### src/rtl/sc_lsu_axil.sv
// sc_lsu_axil: load/store unit for the single-cycle core.
// Converts one decoded load/store into a single AXI4-Lite master transaction.
// The core is held with stall until the response returns. Misaligned accesses
// are rejected without touching the bus, and non-OKAY responses raise mem_err.
module sc_lsu_axil #(
    parameter int ADDR_W = 32,
    parameter int DATA_W = 32
) (
    input  logic                clk,
    input  logic                rst,
    input  logic                req_rd,
    input  logic                req_wr,
    input  logic [ADDR_W-1:0]   req_addr,
    input  logic [DATA_W-1:0]   req_wdata,
    input  logic [1:0]          req_size,
    input  logic                req_uns,
    output logic                stall,
    output logic [DATA_W-1:0]   ld_data,
    output logic                ld_valid,
    output logic                mem_err,
    output logic [ADDR_W-1:0]   m_awaddr,
    output logic [2:0]          m_awprot,
    output logic                m_awvalid,
    input  logic                m_awready,
    output logic [DATA_W-1:0]   m_wdata,
    output logic [DATA_W/8-1:0] m_wstrb,
    output logic                m_wvalid,
    input  logic                m_wready,
    input  logic [1:0]          m_bresp,
    input  logic                m_bvalid,
    output logic                m_bready,
    output logic [ADDR_W-1:0]   m_araddr,
    output logic [2:0]          m_arprot,
    output logic                m_arvalid,
    input  logic                m_arready,
    input  logic [DATA_W-1:0]   m_rdata,
    input  logic [1:0]          m_rresp,
    input  logic                m_rvalid,
    output logic                m_rready
);

    localparam int NB    = DATA_W / 8;
    localparam int LSB_W = $clog2(DATA_W / 8);

    typedef enum logic [2:0] {
        ST_IDLE    = 3'd0,
        ST_WR      = 3'd1,
        ST_WR_RESP = 3'd2,
        ST_RD_ADDR = 3'd3,
        ST_RD_DATA = 3'd4,
        ST_DONE    = 3'd5
    } state_t;

    // An access is misaligned when it is wider than the bus or its byte offset
    // is not a multiple of its own size.
    function automatic logic misaligned_f(input logic [LSB_W-1:0] lsb, input logic [1:0] size);
        logic             bad;
        logic [LSB_W-1:0] mask;
        if (int'(size) > LSB_W) begin
            bad  = 1'b1;
            mask = '0;
        end else begin
            mask = LSB_W'((1 << int'(size)) - 1);
            bad  = ((lsb & mask) != '0);
        end
        return bad;
    endfunction

    // Byte-lane strobes covering 2^size bytes starting at the lane offset.
    function automatic logic [NB-1:0] strb_f(input logic [LSB_W-1:0] lsb, input logic [1:0] size);
        logic [NB-1:0] s;
        s = '0;
        for (int i = 0; i < NB; i++) begin
            if ((i >= int'(lsb)) && (i < int'(lsb) + (1 << int'(size)))) begin
                s[i] = 1'b1;
            end else begin
                s[i] = 1'b0;
            end
        end
        return s;
    endfunction

    // Replicate the right-justified store operand across every size-wide lane,
    // so the strobes alone pick the bytes that land in memory.
    function automatic logic [DATA_W-1:0] repl_f(input logic [DATA_W-1:0] d, input logic [1:0] size);
        logic [DATA_W-1:0] r;
        r = '0;
        for (int i = 0; i < NB; i++) begin
            r[8*i +: 8] = d[8*(i % (1 << int'(size))) +: 8];
        end
        return r;
    endfunction

    // Shift the addressed lane down to bit 0, then sign- or zero-extend it.
    function automatic logic [DATA_W-1:0] extend_f(input logic [DATA_W-1:0] rd,
                                                   input logic [LSB_W-1:0]  lsb,
                                                   input logic [1:0]        size,
                                                   input logic              uns);
        logic [DATA_W-1:0] sh;
        logic [DATA_W-1:0] r;
        logic              sign;
        int                nb;
        sh = rd >> {lsb, 3'b000};
        nb = 1 << int'(size);
        if (nb > NB) begin
            nb = NB;
        end else begin
            nb = nb;
        end
        if (uns) begin
            sign = 1'b0;
        end else begin
            sign = sh[8*nb-1];
        end
        r = '0;
        for (int i = 0; i < NB; i++) begin
            if (i < nb) begin
                r[8*i +: 8] = sh[8*i +: 8];
            end else begin
                r[8*i +: 8] = {8{sign}};
            end
        end
        return r;
    endfunction

    state_t            state_r, state_s;
    logic [ADDR_W-1:0] awaddr_r, awaddr_s;
    logic              awvalid_r, awvalid_s;
    logic [DATA_W-1:0] wdata_r, wdata_s;
    logic [NB-1:0]     wstrb_r, wstrb_s;
    logic              wvalid_r, wvalid_s;
    logic              bready_r, bready_s;
    logic [ADDR_W-1:0] araddr_r, araddr_s;
    logic              arvalid_r, arvalid_s;
    logic              rready_r, rready_s;
    logic [DATA_W-1:0] ld_data_r, ld_data_s;
    logic              ld_valid_r, ld_valid_s;
    logic              mem_err_r, mem_err_s;
    logic [LSB_W-1:0]  lsb_r, lsb_s;
    logic [1:0]        size_r, size_s;
    logic              uns_r, uns_s;
    logic [ADDR_W-1:0] aligned_s;

    assign aligned_s = {req_addr[ADDR_W-1:LSB_W], {LSB_W{1'b0}}};

    // Stall the core for every cycle of a pending access except the commit cycle.
    assign stall = (req_rd | req_wr) & (state_r != ST_DONE);

    assign m_awaddr  = awaddr_r;
    assign m_awprot  = 3'b000;
    assign m_awvalid = awvalid_r;
    assign m_wdata   = wdata_r;
    assign m_wstrb   = wstrb_r;
    assign m_wvalid  = wvalid_r;
    assign m_bready  = bready_r;
    assign m_araddr  = araddr_r;
    assign m_arprot  = 3'b000;
    assign m_arvalid = arvalid_r;
    assign m_rready  = rready_r;
    assign ld_data   = ld_data_r;
    assign ld_valid  = ld_valid_r;
    assign mem_err   = mem_err_r;

    // Next-state and next-output logic; result/error pulses default low so they live only in DONE.
    always_comb begin
        state_s    = state_r;
        awaddr_s   = awaddr_r;
        awvalid_s  = awvalid_r;
        wdata_s    = wdata_r;
        wstrb_s    = wstrb_r;
        wvalid_s   = wvalid_r;
        bready_s   = bready_r;
        araddr_s   = araddr_r;
        arvalid_s  = arvalid_r;
        rready_s   = rready_r;
        ld_data_s  = ld_data_r;
        ld_valid_s = 1'b0;
        mem_err_s  = 1'b0;
        lsb_s      = lsb_r;
        size_s     = size_r;
        uns_s      = uns_r;
        case (state_r)
            ST_IDLE: begin
                if (req_rd | req_wr) begin
                    lsb_s  = req_addr[LSB_W-1:0];
                    size_s = req_size;
                    uns_s  = req_uns;
                    if (misaligned_f(req_addr[LSB_W-1:0], req_size)) begin
                        mem_err_s = 1'b1;
                        state_s   = ST_DONE;
                    end else if (req_wr) begin
                        awaddr_s  = aligned_s;
                        awvalid_s = 1'b1;
                        wdata_s   = repl_f(req_wdata, req_size);
                        wstrb_s   = strb_f(req_addr[LSB_W-1:0], req_size);
                        wvalid_s  = 1'b1;
                        state_s   = ST_WR;
                    end else begin
                        araddr_s  = aligned_s;
                        arvalid_s = 1'b1;
                        state_s   = ST_RD_ADDR;
                    end
                end else begin
                    state_s = ST_IDLE;
                end
            end
            ST_WR: begin
                // Each channel drops its own valid on its own handshake.
                if (awvalid_r && m_awready) begin
                    awvalid_s = 1'b0;
                end else begin
                    awvalid_s = awvalid_r;
                end
                if (wvalid_r && m_wready) begin
                    wvalid_s = 1'b0;
                end else begin
                    wvalid_s = wvalid_r;
                end
                if (!awvalid_s && !wvalid_s) begin
                    bready_s = 1'b1;
                    state_s  = ST_WR_RESP;
                end else begin
                    state_s = ST_WR;
                end
            end
            ST_WR_RESP: begin
                if (m_bvalid) begin
                    bready_s  = 1'b0;
                    mem_err_s = (m_bresp != 2'b00);
                    state_s   = ST_DONE;
                end else begin
                    state_s = ST_WR_RESP;
                end
            end
            ST_RD_ADDR: begin
                if (m_arready) begin
                    arvalid_s = 1'b0;
                    rready_s  = 1'b1;
                    state_s   = ST_RD_DATA;
                end else begin
                    state_s = ST_RD_ADDR;
                end
            end
            ST_RD_DATA: begin
                if (m_rvalid) begin
                    rready_s   = 1'b0;
                    ld_valid_s = 1'b1;
                    if (m_rresp != 2'b00) begin
                        mem_err_s = 1'b1;
                        ld_data_s = '0;
                    end else begin
                        ld_data_s = extend_f(m_rdata, lsb_r, size_r, uns_r);
                    end
                    state_s = ST_DONE;
                end else begin
                    state_s = ST_RD_DATA;
                end
            end
            ST_DONE: begin
                state_s = ST_IDLE;
            end
            default: begin
                state_s   = ST_IDLE;
                awvalid_s = 1'b0;
                wvalid_s  = 1'b0;
                bready_s  = 1'b0;
                arvalid_s = 1'b0;
                rready_s  = 1'b0;
            end
        endcase
    end

    // State and registered bus/result outputs; reset abandons any access in flight.
    always_ff @(posedge clk) begin
        if (rst) begin
            state_r    <= ST_IDLE;
            awaddr_r   <= '0;
            awvalid_r  <= 1'b0;
            wdata_r    <= '0;
            wstrb_r    <= '0;
            wvalid_r   <= 1'b0;
            bready_r   <= 1'b0;
            araddr_r   <= '0;
            arvalid_r  <= 1'b0;
            rready_r   <= 1'b0;
            ld_data_r  <= '0;
            ld_valid_r <= 1'b0;
            mem_err_r  <= 1'b0;
            lsb_r      <= '0;
            size_r     <= 2'b00;
            uns_r      <= 1'b0;
        end else begin
            state_r    <= state_s;
            awaddr_r   <= awaddr_s;
            awvalid_r  <= awvalid_s;
            wdata_r    <= wdata_s;
            wstrb_r    <= wstrb_s;
            wvalid_r   <= wvalid_s;
            bready_r   <= bready_s;
            araddr_r   <= araddr_s;
            arvalid_r  <= arvalid_s;
            rready_r   <= rready_s;
            ld_data_r  <= ld_data_s;
            ld_valid_r <= ld_valid_s;
            mem_err_r  <= mem_err_s;
            lsb_r      <= lsb_s;
            size_r     <= size_s;
            uns_r      <= uns_s;
        end
    end

endmodule

### config.mk
export PLATFORM = sky130hd
export DESIGN_NAME = sc_lsu_axil
export DESIGN_NICKNAME = d
export VERILOG_FILES = /design/src/rtl/sc_lsu_axil.sv
export SDC_FILE = /design/constraint.sdc
export NUM_CORES = 1
export LEC_CHECK = 0
export ABC_CLOCK_PERIOD_IN_PS = 2900
export BUFFER_PORTS_ARGS = -buffer_cell sky130_fd_sc_hd__buf_2
export CORE_MARGIN = 4
export CORE_UTILIZATION = 45
export DETAILED_ROUTE_END_ITERATION = 16
export PLACE_DENSITY = 0.75
export SLEW_MARGIN = 20
export SYNTH_ARGS = -nofsm -noshare
export SYNTH_HDL_FRONTEND = slang
export SYNTH_SLANG_ARGS = --single-unit
export TNS_END_PERCENT = 5
### constraint.sdc
create_clock -name clk -period 2.9 [get_ports clk]
set_input_delay 0.435 -clock clk [delete_from_list [all_inputs] [get_ports clk]]
set_output_delay 0.435 -clock clk [all_outputs]
set_load 0.02 [all_outputs]
==> metrics.cfg, run 1 <==
[synth]
yosys.area.top_type_share_pct=40.6
ys_ff_latch=143
async_flop_share_pct=0
synth_area_leaders=dfxtp_1 41%, nand2_1 9.6%, a21oi_1 6.8%
ys_seq_area_share_pct=40.6
synth.largest_area_cell=dfxtp_1
ys_warn_count=0
synthCells=805
synth.distinct_cells=70
ys.flop_type=dfxtp_1
synth_edf_count=0
netlist_area_um2=7050
avgSynthCellArea_um2=8.76

[critical_path]
r2r_end=ld_data[4]$_SDFFE_PP0P_
cpLargestDelayFamily=compound AO/OA/AOI/OAI gates
rrSetupSlack_ns=0.61
max_stage_delay_ns=0.39
cp_num_buf_inv=3
reg2reg_depth=6
cp-start-kind=input pin
crit_required_ns=3.26
reg2reg_from=size_r[1]$_SDFFE_PP0P_
crit_fanout=8
crit_path_end=m_wdata[6]$_SDFFE_PP0P_
worst-setup-path-type=in2reg
cp_slowest_cell=a21oi_2
worstPathCellList=buf_2 > inv_1 > ha_1 > inv_1 > ha_1 > nor4bb_1 > o211ai_1 > a31o_1 > a21oi_2 > a22o_1
arrival_ns=2.73
crit_cells=10
critPathLaunch=req_size[0]
endpoint_kind=register

[timing]
skew_ns=0.00852
setup_viol=0
hold_viol=0
tns_ns=0
fin_crit_sh_pct=81.6
tightest_slew_ns=0.764
fin_crit_ns=2.37
maxSlewViolCount=0
setup_ws_ns=0.534
max_slew_margin_pct=48.9
fmax_ghz=0.423
rsz0062_at_grt=no

[clocking]
cts_buffers=17
htree_levels=4
cts-resized-gates=0
ctsHoldBuffers=0
cts.clk_slew.worst_paths_ns=0.06
clock_latency_ns=0.42
post_cts_buffers=0
cts_buffer_depth=2
cts_tree=built
root_buffer=clkbuf_16
cts.sinks=143

[placed_design]
place_congestion=0.876
io_buffers=247
pre_cts_ws_ns=0.152
dp_cells=1228
place_hpwl_um=15200

[global_routing]
grt_max_degree=46
grt_pass1_wl_um=33100
grt_pass1_vias=6393
grt_overflow_total=0
grtUsageTotal_pct=22.7
antenna_found_initial=0

[finish]
area_delta_synth_final_pct=28.3
nNetsFinal=1167
fillerInstances=1387
layout_common_cells=246 x buf_2, 180 x nand2_1, 143 x dfxtp_1
area.sequential_um2=2860
multiInputGateArea_um2=3820
drive_gt1_share_pct=34.1
final_common_cell=buf_2
stdcell_count=1259

[worst_hold_path]
hp-class=in2reg

[floorplanning]
io_pins=258
die_w_um=133
die_area_um2=17700
die_h_um=133
initial_core_util_pct=46.2
coreArea_um2=15300
num_rows=45

[power]
power_density_nw_per_um2=731
p_leak_uw=0.00393
peakVddDrop_v=0.000514

[job]
max_cap_violations=0

[routing]
wire_per_inst_um=16.5
viasPerCell=5.35
first_iter_violations=493
route.detailed.drc=0
finalWirelength_um=20800
firstDrtPassIters=5
dr_total_vias=6741
ant_nets=0

[run_status]
status=complete, no violations

==> worst register-to-register path, delay by kind of cell, from the launching register on <==
kind                       cells  cell delay, ns
DFF                            1            0.32
buffers and inverters          1            0.25
and+or+nand+nor                3            1.27
AOI/OAI and AO/OA              1            0.17
adders and majority gates      1            0.14
==> metal layers <==
metal	vias up	track usage (%)	share of wire [%]
li1	3328	-	-
met1	3135	30.2	43
met2	256	36.4	48
met3	22	6.46	8.0
met4	0	5.89	1.3
met5	-	0	0
==> worst min-delay path by stage <==
stage	depth (start not counted)	to	from	slack (ns)
after floorplan	2	size_r[0]$_SDFFE_PP0P_	size_r[0]$_SDFFE_PP0P_	0.44
final	3	m_araddr[19]$_SDFFE_PP0P_	req_addr[19]	0.26
after global placement	2	m_wdata[9]$_SDFFE_PP0P_	m_wdata[9]$_SDFFE_PP0P_	0.43
after detailed placement	2	m_wdata[11]$_SDFFE_PP0P_	m_wdata[11]$_SDFFE_PP0P_	0.44
after global routing	3	m_araddr[10]$_SDFFE_PP0P_	req_addr[10]	0.25
after CTS	3	m_awaddr[24]$_SDFFE_PP0P_	req_addr[24]	0.24
==> synthesized netlist by cell type, types with 5 or more instances <==
master	instances
a21oi_1	96
a22o_1	8
a22oi_1	22
a311oi_1	12
a31o_2	9
a31oi_1	12
a32o_1	9
buf_1	7
buf_2	11
buf_4	11
buf_6	5
clkbuf_1	34
dfxtp_1	143
ha_1	18
inv_1	15
mux2_2	14
mux2i_1	28
mux4_2	12
nand2_1	180
nand2b_1	8
nor2_1	45
nor2b_1	5
nor4b_1	7
o21ai_0	17
o22ai_1	9
o31ai_1	7
==> area by class of cell <==
type                       count  share of cell area, %
antenna                        1                 0.0277
clock inverter                11                   1.84
clock buffer                  19                   4.90
tap                          211                   2.92
multi-input combinational    586                   42.2
sequential                   143                   31.6
timing repair buffer         272                   15.8
inverter                      16                  0.664
==> stage by stage <==
stage | utilization, % | cell area [um2] | power (uW) | hold slack, ns
finish | 59.3 | 9050 | 6610 | 0.262
floorplan | - | 7080 | 3790 | 0.445
detailed placement | 55.3 | 8430 | 4360 | 0.440
CTS | 59.3 | 9040 | 6640 | 0.244
global placement | 55.3 | 8430 | 4340 | 0.432
global route | 59.3 | 9040 | 6980 | 0.246
==> power by group <==
part	switching, uW	internal (uW)
combinational	1250	747
sequential	180	2160
clock	823	1450
total	2250	4360
==> state kept, by name (all words and copies together), names as in the netlist, 2 cells and up <==
name / count
m_wdata: 32
m_araddr: 30
m_awaddr: 30
state_r: 3
m_wstrb: 4
lsb_r: 2
ld_data: 32
size_r: 2
==> kinds of logic (layout without fill, tap and decap cells) <==
group           count (synthesis)  count (layout)  synth area share (%)
compound gates                233             233                  22.4
fa+ha+maj                      19              19                  3.48
buf+inv                        85             318                  5.86
flops                         143             143                  40.6
mux                            54              54                  10.0
other cells                     1              11                0.0532
simple gates                  270             270                  17.5
Power figures use the tool's default switching activity.
==> run 2, diff against run 1 <==
--- a/config.mk
+++ b/config.mk
@@ -5,12 +5,12 @@
 export SDC_FILE = /design/constraint.sdc
 export NUM_CORES = 1
 export LEC_CHECK = 0
-export ABC_CLOCK_PERIOD_IN_PS = 2900
+export ABC_CLOCK_PERIOD_IN_PS = 2300
 export BUFFER_PORTS_ARGS = -buffer_cell sky130_fd_sc_hd__buf_2
 export CORE_MARGIN = 4
-export CORE_UTILIZATION = 45
+export CORE_UTILIZATION = 50
 export DETAILED_ROUTE_END_ITERATION = 16
-export PLACE_DENSITY = 0.75
+export PLACE_DENSITY = 0.79
 export SLEW_MARGIN = 20
 export SYNTH_ARGS = -nofsm -noshare
 export SYNTH_HDL_FRONTEND = slang
==> constraint.sdc (replaced) <==
create_clock -name clk -period 2.3 [get_ports clk]
set_input_delay 0.345 -clock clk [delete_from_list [all_inputs] [get_ports clk]]
set_output_delay 0.345 -clock clk [all_outputs]
set_load 0.02 [all_outputs]
==> metrics.cfg, run 2 (same netlist as run 1, synthesis figures left out) <==
[finish]
num_antenna_cells=0  ; was 1
area.sequential_um2=2860  ; unchanged
final_common_cell=buf_2  ; unchanged
layout_common_cells=246 x buf_2, 180 x nand2_1, 143 x dfxtp_1  ; unchanged
area_delta_synth_final_pct=31.8  ; was 28.3%
fillerInstances=1154  ; was 1387
nNetsFinal=1198  ; was 1167
drive_gt1_share_pct=36.4  ; was 34.1%
multiInputGateArea_um2=3850  ; was 3820 um2

[floorplanning]
die_w_um=127  ; was 133 um
num_rows=43  ; was 45
die_h_um=127  ; was 133 um
coreArea_um2=13800  ; was 15300 um2
die_area_um2=16100  ; was 17700 um2
io_pins=258  ; unchanged
initial_core_util_pct=51.0  ; was 46.2%

[power]
power_density_nw_per_um2=885  ; was 731 nW/um2
p_total_uw=8220  ; was 6610 uW
peakVddDrop_v=0.000572  ; was 0.000514 V
p_leak_uw=0.00406  ; was 0.00393 uW

[routing]
dr_total_vias=7065  ; was 6741
route.detailed.drc=0  ; unchanged
wire_per_inst_um=16.6  ; was 16.5 um
dr.max_layer_used=met4  ; unchanged
wl_met1_um=8530  ; was 8940 um
first_iter_violations=524  ; was 493
finalWirelength_um=20900  ; was 20800 um
firstDrtPassIters=6  ; was 5
routed-wl-met3_um=1740  ; was 1660 um
wl_met2_um=10100  ; was 9880 um
viasPerCell=5.61  ; was 5.35
ant_nets=0  ; unchanged

[timing]
fmax_ghz=0.471
tightest_slew_ns=0.617  ; was 0.764 ns
hold_viol=0  ; unchanged
rsz0062_at_grt=no  ; unchanged
fin_crit_ns=2.12
max_slew_margin_pct=58.6  ; was 48.9%
tns_ns=0  ; unchanged
skew_ns=0.00471  ; was 0.00852 ns
setup_ws_ns=0.178  ; was 0.534 ns
setup_viol=0  ; unchanged
fin_hold_ws_ns=0.175  ; was 0.262 ns
maxSlewViolCount=0  ; unchanged
fin_crit_sh_pct=92.2

[global_routing]
antenna_found_initial=0  ; unchanged
grt_max_degree=119  ; was 46
grt_overflow_total=0  ; unchanged
grtUsageTotal_pct=25.3  ; was 22.7%
grt_pass1_wl_um=33400  ; was 33100 um
grt_pass1_vias=6691  ; was 6393

[critical_path]
crit_fanout=8  ; unchanged
crit_required_ns=2.65  ; was 3.26 ns
worstPathCellList=buf_2 > inv_1 > ha_4 > inv_4 > ha_1 > a211o_4 > nor4_4 > o2111ai_1 > a21oi_4 > a22o_1  ; was buf_2 > inv_1 > ha_1 > inv_1 > ha_1 > nor4bb_1 > o211ai_1 > a31o_1 > a21oi_2 > a22o_1
max_stage_delay_ns=0.40  ; was 0.39 ns
cp_slowest_cell=nor4_4  ; was a21oi_2
endpoint_kind=register  ; unchanged
cp-start-kind=input pin  ; unchanged
arrival_ns=2.47  ; was 2.73 ns
worst-setup-path-type=in2reg  ; unchanged

[clocking]
clock_latency_ns=0.41  ; was 0.42 ns
cts_tree=built  ; unchanged
cts_buffers=17  ; unchanged
cts_buffer_depth=2  ; unchanged
cts.clk_slew.worst_paths_ns=0.06  ; about the same
cts.sinks=143  ; unchanged
post_cts_buffers=0  ; unchanged
htree_levels=4  ; unchanged
root_buffer=clkbuf_16  ; unchanged

[placed_design]
io_buffers=247  ; unchanged
place_hpwl_um=15200  ; about the same
pre_cts_ws_ns=-0.218  ; was 0.152 ns
place_congestion=0.915  ; was 0.876

[run_status]
status=complete, no violations  ; unchanged

[worst_hold_path]
hp-class=in2reg  ; unchanged

[job]
max_cap_violations=0  ; unchanged

-- run 2: changes by cell type in the layout (fill, tap and decap cells not counted), moves of 2 or more --
cell        before  now
buf_4           26   51
buf_12           0    6
clkinvlp_4       0    5
bufinv_16        4    1
inv_6            0    3
ha_1            18   16
ha_4             0    2
inv_1           15   13
-- run 2: per-layer routing --
layer | up-vias | track usage, %
li1 | 3397 | -
met1 | 3313 | 31.4
met4 | 0 | 8.39
met2 | 315 | 42.6
met5 | - | 0
met3 | 40 | 7.07
-- run 2: worst max-delay path: cells and delay by family --
kind            cells  cell delay (ns)
buf+inv             3             0.30
compound gates      4             1.06
fa+ha+maj           2             0.35
simple gates        1             0.40
-- run 2: report_power, final --
group          switching, uW  internal [uW]
logic                   1670           1090
clock network           1070           1480
registers                191           2730
-- run 2: metrics by stage --
step | instances | utilization (%) | cell area, um2
after CTS | 1259 | 67.2 | 9290
after global placement | 1228 | 63.2 | 8740
after floorplan | 814 | - | 7150
after detailed placement | 1228 | 63.2 | 8740
final | 1259 | 67.2 | 9290
after global routing | 1259 | 67.2 | 9290
-- run 2: timing repair --
action,CTS,global route
hold buffers,0,0
gates resized for setup,0,1
endpoints found under the setup margin,0,2
-- run 2: worst paths after layout --
kind                        startpoint                   endpoint  slack [ns]  depth (start not counted)
max                        req_size[0]    m_wdata[0]$_SDFFE_PP0P_        0.18                         10
min                            req_uns         uns_r$_SDFFE_PP0P_        0.17                          3
max reg2reg     size_r[1]$_SDFFE_PP0P_   ld_data[15]$_SDFFE_PP0P_        0.24                          6
min reg2reg  m_araddr[31]$_SDFFE_PP0P_  m_araddr[31]$_SDFFE_PP0P_        0.45                          2
-- run 2: cell type report --
class / instances / share of cell area (%)
clock buffers: 18 / 4.62
multi-input cells: 586 / 41.5
flip-flops and latches: 143 / 30.8
well taps: 180 / 2.42
repair buffers: 303 / 18.7
clock inverters: 13 / 1.27
inverters: 16 / 0.727
==> run 3, diff against run 2 <==
--- a/config.mk
+++ b/config.mk
@@ -10,7 +10,7 @@
 export CORE_MARGIN = 4
 export CORE_UTILIZATION = 50
 export DETAILED_ROUTE_END_ITERATION = 16
-export PLACE_DENSITY = 0.79
+export PLACE_DENSITY = 0.83
 export SLEW_MARGIN = 20
 export SYNTH_ARGS = -nofsm -noshare
 export SYNTH_HDL_FRONTEND = slang
==> metrics.cfg, run 3 (same netlist as run 1, synthesis figures left out) <==
[run_status]
status=complete, no violations  ; unchanged

[timing]
tightest_slew_ns=0.684  ; was 0.617 ns
hold_viol=0  ; unchanged
skew_ns=0.00783  ; was 0.00471 ns
rsz0062_at_grt=no  ; unchanged
maxSlewViolCount=0  ; unchanged
fin_hold_ws_ns=0.177  ; was 0.175 ns
setup_viol=0  ; unchanged
max_slew_margin_pct=54.1  ; was 58.6%
fin_crit_ns=2.12  ; about the same
fmax_ghz=0.473  ; was 0.471 GHz
fin_crit_sh_pct=92.0  ; was 92.2%

[power]
p_leak_uw=0.00407  ; was 0.00406 uW
power_density_nw_per_um2=909  ; was 885 nW/um2
peakVddDrop_v=0.000511  ; was 0.000572 V

[routing]
finalWirelength_um=21900  ; was 20900 um
ant_nets=0  ; unchanged
firstDrtPassIters=5  ; was 6
route.detailed.drc=0  ; unchanged
first_iter_violations=484  ; was 524
dr_total_vias=7210  ; was 7065
wire_per_inst_um=17.5  ; was 16.6 um
viasPerCell=5.77  ; was 5.61

[critical_path]
cp-start-kind=register  ; was input pin
endpoint_kind=register  ; unchanged
arrival_ns=2.40  ; was 2.47 ns
worst-setup-path-type=reg2reg  ; was in2reg
reg2reg_from=lsb_r[0]$_SDFFE_PP0P_  ; was size_r[1]$_SDFFE_PP0P_
crit_required_ns=2.58  ; was 2.65 ns
crit_path_end=ld_data[15]$_SDFFE_PP0P_  ; was m_wdata[0]$_SDFFE_PP0P_
rrSetupSlack_ns=0.18  ; was 0.24 ns
crit_fanout=11  ; was 8
critPathLaunch=lsb_r[0]$_SDFFE_PP0P_  ; was req_size[0]
r2r_end=ld_data[15]$_SDFFE_PP0P_  ; unchanged
reg2reg_depth=6  ; unchanged

[finish]
fillerInstances=1135  ; was 1154
final_common_cell=buf_2  ; unchanged
area.sequential_um2=2860  ; unchanged
area_delta_synth_final_pct=32.1  ; was 31.8%
drive_gt1_share_pct=36.0  ; was 36.4%
num_antenna_cells=0  ; unchanged
multiInputGateArea_um2=3860  ; was 3850 um2
nNetsFinal=1188  ; was 1198
finish.utilization_pct=67.4  ; was 67.2%
layout_common_cells=246 x buf_2, 180 x nand2_1, 143 x dfxtp_1  ; unchanged

[clocking]
cts_tree=built  ; unchanged
cts.sinks=143  ; unchanged
htree_levels=4  ; unchanged
cts_buffers=17  ; unchanged
post_cts_buffers=0  ; unchanged
root_buffer=clkbuf_16  ; unchanged
cts.clk_slew.worst_paths_ns=0.06  ; about the same
cts_buffer_depth=2  ; unchanged
clock_latency_ns=0.42  ; was 0.41 ns

[floorplanning]
die_h_um=127  ; unchanged
num_rows=43  ; unchanged
die_w_um=127  ; unchanged
initial_core_util_pct=51.0  ; unchanged
io_pins=258  ; unchanged
coreArea_um2=13800  ; unchanged
die_area_um2=16100  ; unchanged

[global_routing]
grt_overflow_total=0  ; unchanged
grt_max_degree=119  ; unchanged
grt_pass1_vias=6850  ; was 6691
grt_pass1_wl_um=34600  ; was 33400 um
antenna_found_initial=0  ; unchanged
grtUsageTotal_pct=26.4  ; was 25.3%

[placed_design]
place_congestion=0.899  ; was 0.915
io_buffers=247  ; unchanged
place_hpwl_um=15600  ; was 15200 um

[job]
max_cap_violations=0  ; unchanged

[worst_hold_path]
hp-class=in2reg  ; unchanged

run 3: how the worst min path moves through the flow:
stage / depth (start not counted) / startpoint / to
after detailed placement: 2 / m_araddr[5]$_SDFFE_PP0P_ / m_araddr[5]$_SDFFE_PP0P_
after CTS: 3 / req_addr[10] / m_araddr[10]$_SDFFE_PP0P_
after global routing: 3 / req_addr[11] / m_araddr[11]$_SDFFE_PP0P_
final: 3 / req_addr[11] / m_araddr[11]$_SDFFE_PP0P_
after floorplan: 2 / size_r[0]$_SDFFE_PP0P_ / size_r[0]$_SDFFE_PP0P_
after global placement: 2 / m_wdata[11]$_SDFFE_PP0P_ / m_wdata[11]$_SDFFE_PP0P_
run 3: final cells by class:
type                            count  share of cell area (%)
Timing Repair Buffer              293                    18.2
Sequential cell                   143                    30.7
Clock inverter                     13                    1.72
Inverter                           16                   0.726
Tap cell                          180                    2.42
Multi-Input combinational cell    586                    41.4
Clock buffer                       19                    4.76
run 3: report_power, final:
part           leakage (uW)  internal [uW]  switching, uW
combinational       0.00262           1060           1670
clock              0.000293           1740           1080
sequential          0.00116           2730            199
total               0.00407           5520           2950
run 3: timing repair:
item                       CTS  global route
setup endpoints to repair    0            24
gates resized for setup      0             2
hold buffers                 0             0
hold endpoints to repair     0             0
run 3: through the flow:
stage          cell area, um2  total power [uW]  instances  setup TNS [ns]  setup WS (ns)
6_report                 9310              8470       1250               0          0.185
3_3_place_gp             8700              5590       1218          -0.750        -0.0591
4_1_cts                  9310              8480       1250               0         0.0931
2_1_floorplan            7150              4800        814         -0.0797        -0.0130
3_5_place_dp             8700              5650       1218           -3.06         -0.150
5_1_grt                  9310              8890       1250               0         0.0389
run 3: routing by layer:
layer	vias up	GRT usage (%)	part of all wire (%)
met2	369	44.5	50
li1	3369	-	-
met1	3425	32.4	39
met5	-	0	0
met4	0	9.53	2.4
met3	47	7.24	8.6
run 3: critical path: stages, from the launching register on:
cell and delay, ns:
dfxtp_1 0.49, buf_4 0.28, mux4_2 0.36, or2_4 0.27
a32o_1 0.33, a22oi_1 0.19, nor2_1 0.05
